### config.mk
export PLATFORM = sky130hd
export DESIGN_NAME = sw_gen_sec_min
export DESIGN_NICKNAME = d
export VERILOG_FILES = /design/src/rtl/sw_pkg.sv /design/src/rtl/sw_bcd_cnt.sv /design/src/rtl/sw_gen_sec_min.sv
export SDC_FILE = /design/constraint.sdc
export NUM_CORES = 1
export LEC_CHECK = 0
export CAP_MARGIN = 20
export CORE_AREA = 5 5 98 100
export DETAILED_ROUTE_END_ITERATION = 6
export DIE_AREA = 0 0 103 105
export DONT_BUFFER_PORTS = 1
export MAX_ROUTING_LAYER = met4
export SYNTH_ARGS = -nofsm -noshare
export SYNTH_HDL_FRONTEND = slang
export SYNTH_HIERARCHICAL = 1
export SYNTH_SLANG_ARGS = --single-unit
export TNS_END_PERCENT = 1
### constraint.sdc
create_clock -name clk -period 3 [get_ports clk]
set_input_delay 0.6 -clock clk [delete_from_list [all_inputs] [get_ports clk]]
set_output_delay 0.6 -clock clk [all_outputs]
set_load 0.005 [all_outputs]
### src/rtl/sw_pkg.sv
// rtl/sw_pkg.sv - shared types and digit limits for the stopwatch seconds/minutes stage
package sw_pkg;
  localparam int DIGIT_W = 4;
  localparam logic [DIGIT_W-1:0] SEC_HIGH_MAX = 4'd5;
  localparam logic [DIGIT_W-1:0] DIGIT_MAX = 4'd9;

  typedef enum logic [1:0] {
    IDLE  = 2'd0,
    RUN   = 2'd1,
    PAUSE = 2'd2,
    LAP   = 2'd3
  } sw_state_e;
endpackage

### src/rtl/sw_bcd_cnt.sv
// rtl/sw_bcd_cnt.sv - one BCD digit with enable, clear, programmable limit and carry-out
module sw_bcd_cnt
  import sw_pkg::*;
(
  input  logic               clk,
  input  logic               reset,
  input  logic               i_en,
  input  logic               i_clr,
  input  logic [DIGIT_W-1:0] i_limit,
  output logic [DIGIT_W-1:0] o_q,
  output logic [DIGIT_W-1:0] o_q_nxt,
  output logic               o_carry
);
  logic [DIGIT_W-1:0] r_q;
  logic               w_at_limit;

  // >= rather than == so a digit can never escape above its limit
  assign w_at_limit = (r_q >= i_limit);
  assign o_carry    = i_en & w_at_limit;

  always_comb begin
    o_q_nxt = r_q;
    if (i_clr) begin
      o_q_nxt = '0;
    end else if (i_en) begin
      o_q_nxt = w_at_limit ? '0 : r_q + 1'b1;
    end
  end

  always_ff @(posedge clk) begin
    if (!reset) begin
      r_q <= '0;
    end else begin
      r_q <= o_q_nxt;
    end
  end

  assign o_q = r_q;
endmodule

### src/rtl/sw_gen_sec_min.sv
// rtl/sw_gen_sec_min.sv - stopwatch seconds/minutes counter with run, pause and lap freeze
module sw_gen_sec_min
  import sw_pkg::*;
#(
  parameter int MIN_MAX = 59
) (
  input  logic               clk,
  input  logic               reset,
  input  logic               clk_sec,
  input  logic               start,
  input  logic               stop,
  input  logic               lap,
  input  logic               clear,
  output logic [DIGIT_W-1:0] sec_low,
  output logic [DIGIT_W-1:0] sec_high,
  output logic [DIGIT_W-1:0] min_low,
  output logic [DIGIT_W-1:0] min_high,
  output logic               running,
  output logic               frozen,
  output logic               wrap
);
  localparam logic [DIGIT_W-1:0] MAX_LO = DIGIT_W'(MIN_MAX % 10);
  localparam logic [DIGIT_W-1:0] MAX_HI = DIGIT_W'(MIN_MAX / 10);

  logic       r_sync1, r_sync2, r_sync_d, r_armed;
  logic [1:0] r_warm;
  logic       w_tick, w_inc, w_clr, w_min_wrap, w_min_clr;
  logic       w_c0, w_c1, w_c2, w_c3;
  sw_state_e  r_state, w_state_nxt;
  logic [DIGIT_W-1:0] w_sl, w_sh, w_ml, w_mh;
  logic [DIGIT_W-1:0] w_sl_nxt, w_sh_nxt, w_ml_nxt, w_mh_nxt;
  logic [4*DIGIT_W-1:0] r_disp;
  logic       r_running, r_frozen, r_wrap;

  // Edge detect is armed only after a genuine post-reset low, so a level
  // already high at reset release does not count.
  always_ff @(posedge clk) begin
    if (!reset) begin
      r_sync1  <= 1'b0;
      r_sync2  <= 1'b0;
      r_sync_d <= 1'b0;
      r_warm   <= 2'b00;
      r_armed  <= 1'b0;
    end else begin
      r_sync1  <= clk_sec;
      r_sync2  <= r_sync1;
      r_sync_d <= r_sync2;
      r_warm   <= {r_warm[0], 1'b1};
      if (r_warm[1] && !r_sync2) r_armed <= 1'b1;
    end
  end

  assign w_tick = r_sync2 & ~r_sync_d & r_armed;

  always_comb begin
    w_state_nxt = r_state;
    if (clear) begin
      w_state_nxt = IDLE;
    end else if (stop) begin
      if (r_state == RUN || r_state == LAP) w_state_nxt = PAUSE;
    end else if (start) begin
      if (r_state == IDLE || r_state == PAUSE) w_state_nxt = RUN;
    end else if (lap) begin
      if (r_state == RUN) w_state_nxt = LAP;
      else if (r_state == LAP) w_state_nxt = RUN;
    end
  end

  assign w_inc      = w_tick & (r_state == RUN || r_state == LAP);
  assign w_clr      = clear;
  assign w_min_wrap = w_c1 & (w_mh == MAX_HI) & (w_ml == MAX_LO);
  assign w_min_clr  = w_clr | w_min_wrap;

  sw_bcd_cnt u_sec_lo (.clk(clk), .reset(reset), .i_en(w_inc), .i_clr(w_clr),
    .i_limit(DIGIT_MAX), .o_q(w_sl), .o_q_nxt(w_sl_nxt), .o_carry(w_c0));
  sw_bcd_cnt u_sec_hi (.clk(clk), .reset(reset), .i_en(w_c0), .i_clr(w_clr),
    .i_limit(SEC_HIGH_MAX), .o_q(w_sh), .o_q_nxt(w_sh_nxt), .o_carry(w_c1));
  sw_bcd_cnt u_min_lo (.clk(clk), .reset(reset), .i_en(w_c1), .i_clr(w_min_clr),
    .i_limit(DIGIT_MAX), .o_q(w_ml), .o_q_nxt(w_ml_nxt), .o_carry(w_c2));
  sw_bcd_cnt u_min_hi (.clk(clk), .reset(reset), .i_en(w_c2), .i_clr(w_min_clr),
    .i_limit(DIGIT_MAX), .o_q(w_mh), .o_q_nxt(w_mh_nxt), .o_carry(w_c3));

  // Entering or staying in LAP keeps the display at its pre-increment value.
  always_ff @(posedge clk) begin
    if (!reset) begin
      r_state   <= IDLE;
      r_disp    <= '0;
      r_running <= 1'b0;
      r_frozen  <= 1'b0;
      r_wrap    <= 1'b0;
    end else begin
      r_state   <= w_state_nxt;
      if (w_state_nxt != LAP) r_disp <= {w_mh_nxt, w_ml_nxt, w_sh_nxt, w_sl_nxt};
      r_running <= (w_state_nxt == RUN) || (w_state_nxt == LAP);
      r_frozen  <= (w_state_nxt == LAP);
      r_wrap    <= w_min_wrap & ~w_clr;
    end
  end

  assign {min_high, min_low, sec_high, sec_low} = r_disp;
  assign running = r_running;
  assign frozen  = r_frozen;
  assign wrap    = r_wrap;
endmodule

# After elaboration in Yosys (flattened, before gate mapping)
# Index checks and enable logic that the tools add are counted.
[word_totals]
input_bits = 7
register_bits = 43
word_cells = 70
out_inout_bits = 19
[op_classes]
n_bitwise = 12
n_eq_ne = 8
mux = 21
add_sub_neg = 4
reduce_logical = 6
n_lt_le_gt_ge = 4
[ops]
columns = ["op", "n"]
rows = [
  ["2-to-1 mux 4 bit", 12],
  ["adder 4 x 1 -> 4 bit, second input constant", 4],
  ["2-to-1 mux 2 bit", 8],
  ["greater-or-equal comparator 4 bit, second input constant", 3],
  ["AND 1 bit", 9],
  ["equality test 2 bit, second input constant", 3],
  ["equality test 2 x 1 -> 1 bit, second input constant", 2],
  ["equality test 4 x 3 -> 1 bit, second input constant", 1],
  ["equality test 4 bit, second input constant", 1],
  ["greater-or-equal comparator 4 x 3 -> 1 bit, second input constant", 1],
  ["logical OR 1 bit", 3],
  ["logical NOT 2 bit", 1],
  ["!= test 2 bit, second input constant", 1],
  ["inverter 1 bit", 2],
  ["logical AND 1 bit", 1],
  ["logical NOT 1 bit", 1],
  ["2-to-1 mux 1 bit", 1],
  ["OR 1 bit", 1],
]

# Depth between registers and ports, before layout
[depth]
word_depth = 10
depth_mapped = 17
ltp_nobuf = 14

# By module
# The synthesis kept the hierarchy.
[by_module_without_submodules]
columns = ["mod", "cells_per_inst", "seq_area_each_um2", "area_each_um2", "instances"]
rows = [
  ["sw_bcd_cnt", 39, 80.1, 347.8, 4],
  ["sw_gen_sec_min", 116, 520.5, 1108.6, 1],
]

# Least setup slack after synthesis
# OpenSTA, ideal clock, no wires.
[synth_path]
path_kind = "register to register"
from = "reg u_sec_lo.r_q[0] (netlist: u_sec_lo/o_q[0])"
to = "reg r_disp[15]"
required_time_ns = 2.928
path_stages_with_launch = 17
arrival_ns = 2.513
setup_time_ns = 0.072
slack_ns = 0.415
synth_period_minus_slack_ns = 2.585
n_path_buf = 3
cell_sequence = "dfxtp_1 inv_1 ha_1 nand2b_4 a211oi_4 o21ai_2 and2_1 buf_2 and2_1 buf_2 and2_1 buf_2 nand4_1 xor2_1 a211oi_1 nand2_1 mux2i_1"
[synth_between]
word_cells_on_any_way = 9
classes_between = "order compare: 1; mux: 2; bitwise: 6"
[synth_lines]
columns = ["element", "line_no", "source"]
rows = [
  ["from (decl)", "sw_bcd_cnt.sv:14", "logic [DIGIT_W-1:0] r_q;"],
  ["from (signal assigned)", "sw_bcd_cnt.sv:34", "r_q <= o_q_nxt;"],
  ["greater-or-equal comparator 4 bit", "sw_bcd_cnt.sv:18", "assign w_at_limit = (r_q >= i_limit);"],
  ["AND 1 bit", "sw_bcd_cnt.sv:19", "assign o_carry = i_en & w_at_limit;"],
  ["via w_c0", "sw_gen_sec_min.sv:28", "logic w_c0, w_c1, w_c2, w_c3;"],
  ["AND 1 bit", "sw_bcd_cnt.sv:19", ""],
  ["via w_c1", "sw_gen_sec_min.sv:28", ""],
  ["AND 1 bit", "sw_bcd_cnt.sv:19", ""],
  ["via w_c2", "sw_gen_sec_min.sv:28", ""],
  ["2-to-1 mux 4 bit", "sw_bcd_cnt.sv:25", "end else if (i_en) begin"],
  ["2-to-1 mux 4 bit", "sw_bcd_cnt.sv:23", "if (i_clr) begin"],
  ["via w_mh_nxt[3]", "sw_gen_sec_min.sv:31", "logic [DIGIT_W-1:0] w_sl_nxt, w_sh_nxt, w_ml_nxt, w_mh_nxt;"],
  ["to (signal assigned)", "sw_gen_sec_min.sv:93", "if (w_state_nxt != LAP) r_disp <= {w_mh_nxt, w_ml_nxt, w_sh_nxt, w_sl_nxt};"],
  ["to (decl)", "sw_gen_sec_min.sv:32", "logic [4*DIGIT_W-1:0] r_disp;"],
]
# The timed path passes the listed nets, and every way through them passes these cells.
# A chain may end at the register's enable or synchronous reset.

# Final worst setup path
# Same ends and word-level chain as after synthesis.

==> results.md <==
- R2r startpoint: u_sec_lo/o_q[0]
- GPL Wtd Cong: 0.803
- Inserted Clock Buffers: 5
- # hold bufs at CTS: 0
- Path category of the worst min-delay check: input pin to flop
- HPWL Detailed: 3560 um
- Power per Cell Area: 393 nW/um^2
- Setup CP Type: flop to flop
- Peak VDD IR: 0.000224 V
- WL/cell: 11.9 um
- Slowest CP cell: dfxtp_1
- Core area: 8590 um^2
- Post-route ant nets: 0
- Final Cycle Share: 88.6%
- Chip height: 105 um
- Largest net degree at the start of global routing: 44
- Total wire length: 4710 um
- CP startpoint: u_sec_lo/o_q[0]
- Area of the multi-input gates: 1560 um^2
- GRT Total Usage: 9.70%
- DRC Markers: 0
- Worst Path Required: 3230 ps
- First-pass GRT wire length: 8310 um
- Fmax: 376 MHz
- Nature of the critical path endpoint: flop
- CTS root buffer: clkbuf_8
- Ys Warns: 6
- Reg2reg setup slack: 340 ps
- Status: finished clean
- Initial Util: 29.0%
- Critical path cell sequence: inv_1, ha_1, nand2b_4, a211oi_4, o21ai_2, and2_1, and2_1, and2_1, nand4_1, xor2_1, a211oi_1, nand2_1, mux2i_1
- Post-Syn Instances: 271
- Crit start category: flop
- Cell Area, Placed: 2640 um^2
- Die Wd: 103 um
- Fin nets: 317
- CTS sink count: 42
- Resize count post-CTS: 0
- Slowest cell delay on critical path: 380 ps
- Hold slack: 334 ps
- Antenna fix cells: 0
- Syn avg cell area: 9.20 um^2
- Worst min-delay path startpoint: reset
- CTS tree: yes
- RSZ-0062 raised after global routing: no
- IO buf count: 0
- Ports: 26
- Post-layout instance area: 2750 um^2
- Detailed Routing Iterations Pass 1: 4
- # placed instances: 386
- Grt total ovfl: 0
- Final core occ: 32.0%
- Area growth, synth to finish: 10.2%
- Worst path most repeated cell: and2_1
- Setup TNS: 0 ps
- Skew final: 8.86 ps
- Sequential cell area: 841 um^2
- Postcts setup bufs: 0
- DR iter-0 viols: 66
- Leakage: 1.12 nW
- Crit path DAT: 2890 ps
- Fin cells: 394
- Min Tclk post-route: 2660 ps
- Vias: 1808
- # fillers: 917
- Clk Latency, worst-skew pair: 300 ps
- CTS max path bufs: 2
- Vias in the first global route: 1848
- Drt via density: 4.59
- Number of max-cap violations: 0
- Share of post-route cells with drive strength above 1: 10.8%
- H-tree Lvls: 2
- Row Count: 34
- Final setup fails: 0
- Crit-path max FO: 10
- Final Max Slew Viols: 0
- Die area: 10800 um^2
- Initial antenna violation count: 0
- Mapped cell area: 2490 um^2
- Clk slew on worst S/H paths: 80 ps
- Hold Vio Cnt, Final: 0
## worst paths after layout
kind                                    to  cells past startpoint
worst max-delay path            r_disp[15]                     13
worst min-delay path             r_warm[0]                      0
worst max register to register  r_disp[15]                     13
worst min register to register   r_warm[1]                      1
## sequential cells by signal, summed over array words and instances, names as in the netlist
| name | flops |
|---|---|
| frozen | 1 |
| u_min_lo/o_q | 4 |
| r_sync2 | 1 |
| r_disp | 16 |
| u_sec_lo/o_q | 4 |
| r_sync_d | 1 |
| wrap | 1 |
| u_sec_hi/o_q | 4 |
| r_warm | 2 |
| r_armed | 1 |
| u_min_hi/o_q | 4 |
| r_state | 2 |
| r_sync1 | 1 |
## final cells by class
cell class | instances | share of cell area, %
multi-input combinational | 211 | 56.7
sequential | 42 | 30.6
tap | 108 | 4.92
inverter | 22 | 3.00
clock buffer | 5 | 2.50
clock inverter | 3 | 1.46
timing repair buffer | 3 | 0.819
## per-stage QoR
stage / setup slack, ps / power (mW)
2_1_floorplan: 419 / 0.651
3_3_place_gp: 299 / 0.651
3_5_place_dp: 229 / 0.653
4_1_cts: 237 / 1.10
5_1_grt: 16.9 / 1.13
6_report: 341 / 1.08
## per-layer routing
layer	wire length, um	GRT usage [%]	up-vias
li1	-	-	951
met1	2130	11.4	837
met2	2380	16.2	18
met3	192	3.46	2
met4	9	1.39	0
met5	0	-	-
## cell usage in the layout (no fill, tap or decap), drive strengths merged, types with 5 or more instances in the layout
cell type,n
nand2,38
dfxtp,42
nand4,5
clkbuf,5
a21oi,24
conb,16
inv,22
ha,25
and2,8
a211oi,12
mux2i,20
o2111ai,8
o211ai,5
o21ai,10
nand2b,22
## report_power, final
part	internal [mW]	switching, mW
clock	0.245	0.195
sequential	0.562	0.00300
combinational	0.0345	0.0394
total	0.842	0.237
## critical path, delay by kind of cell (launching register included)
kind,cells,cell delay [ps]
AND/OR/NAND/NOR,6,1130
AO/OA/AOI/OAI,3,450
flip-flops,1,380
adder cells (fa/ha/maj),1,270
XOR/XNOR,1,180
multiplexers,1,110
buffers and inverters,1,70
No activity file was read; power rests on OpenSTA's default activity.
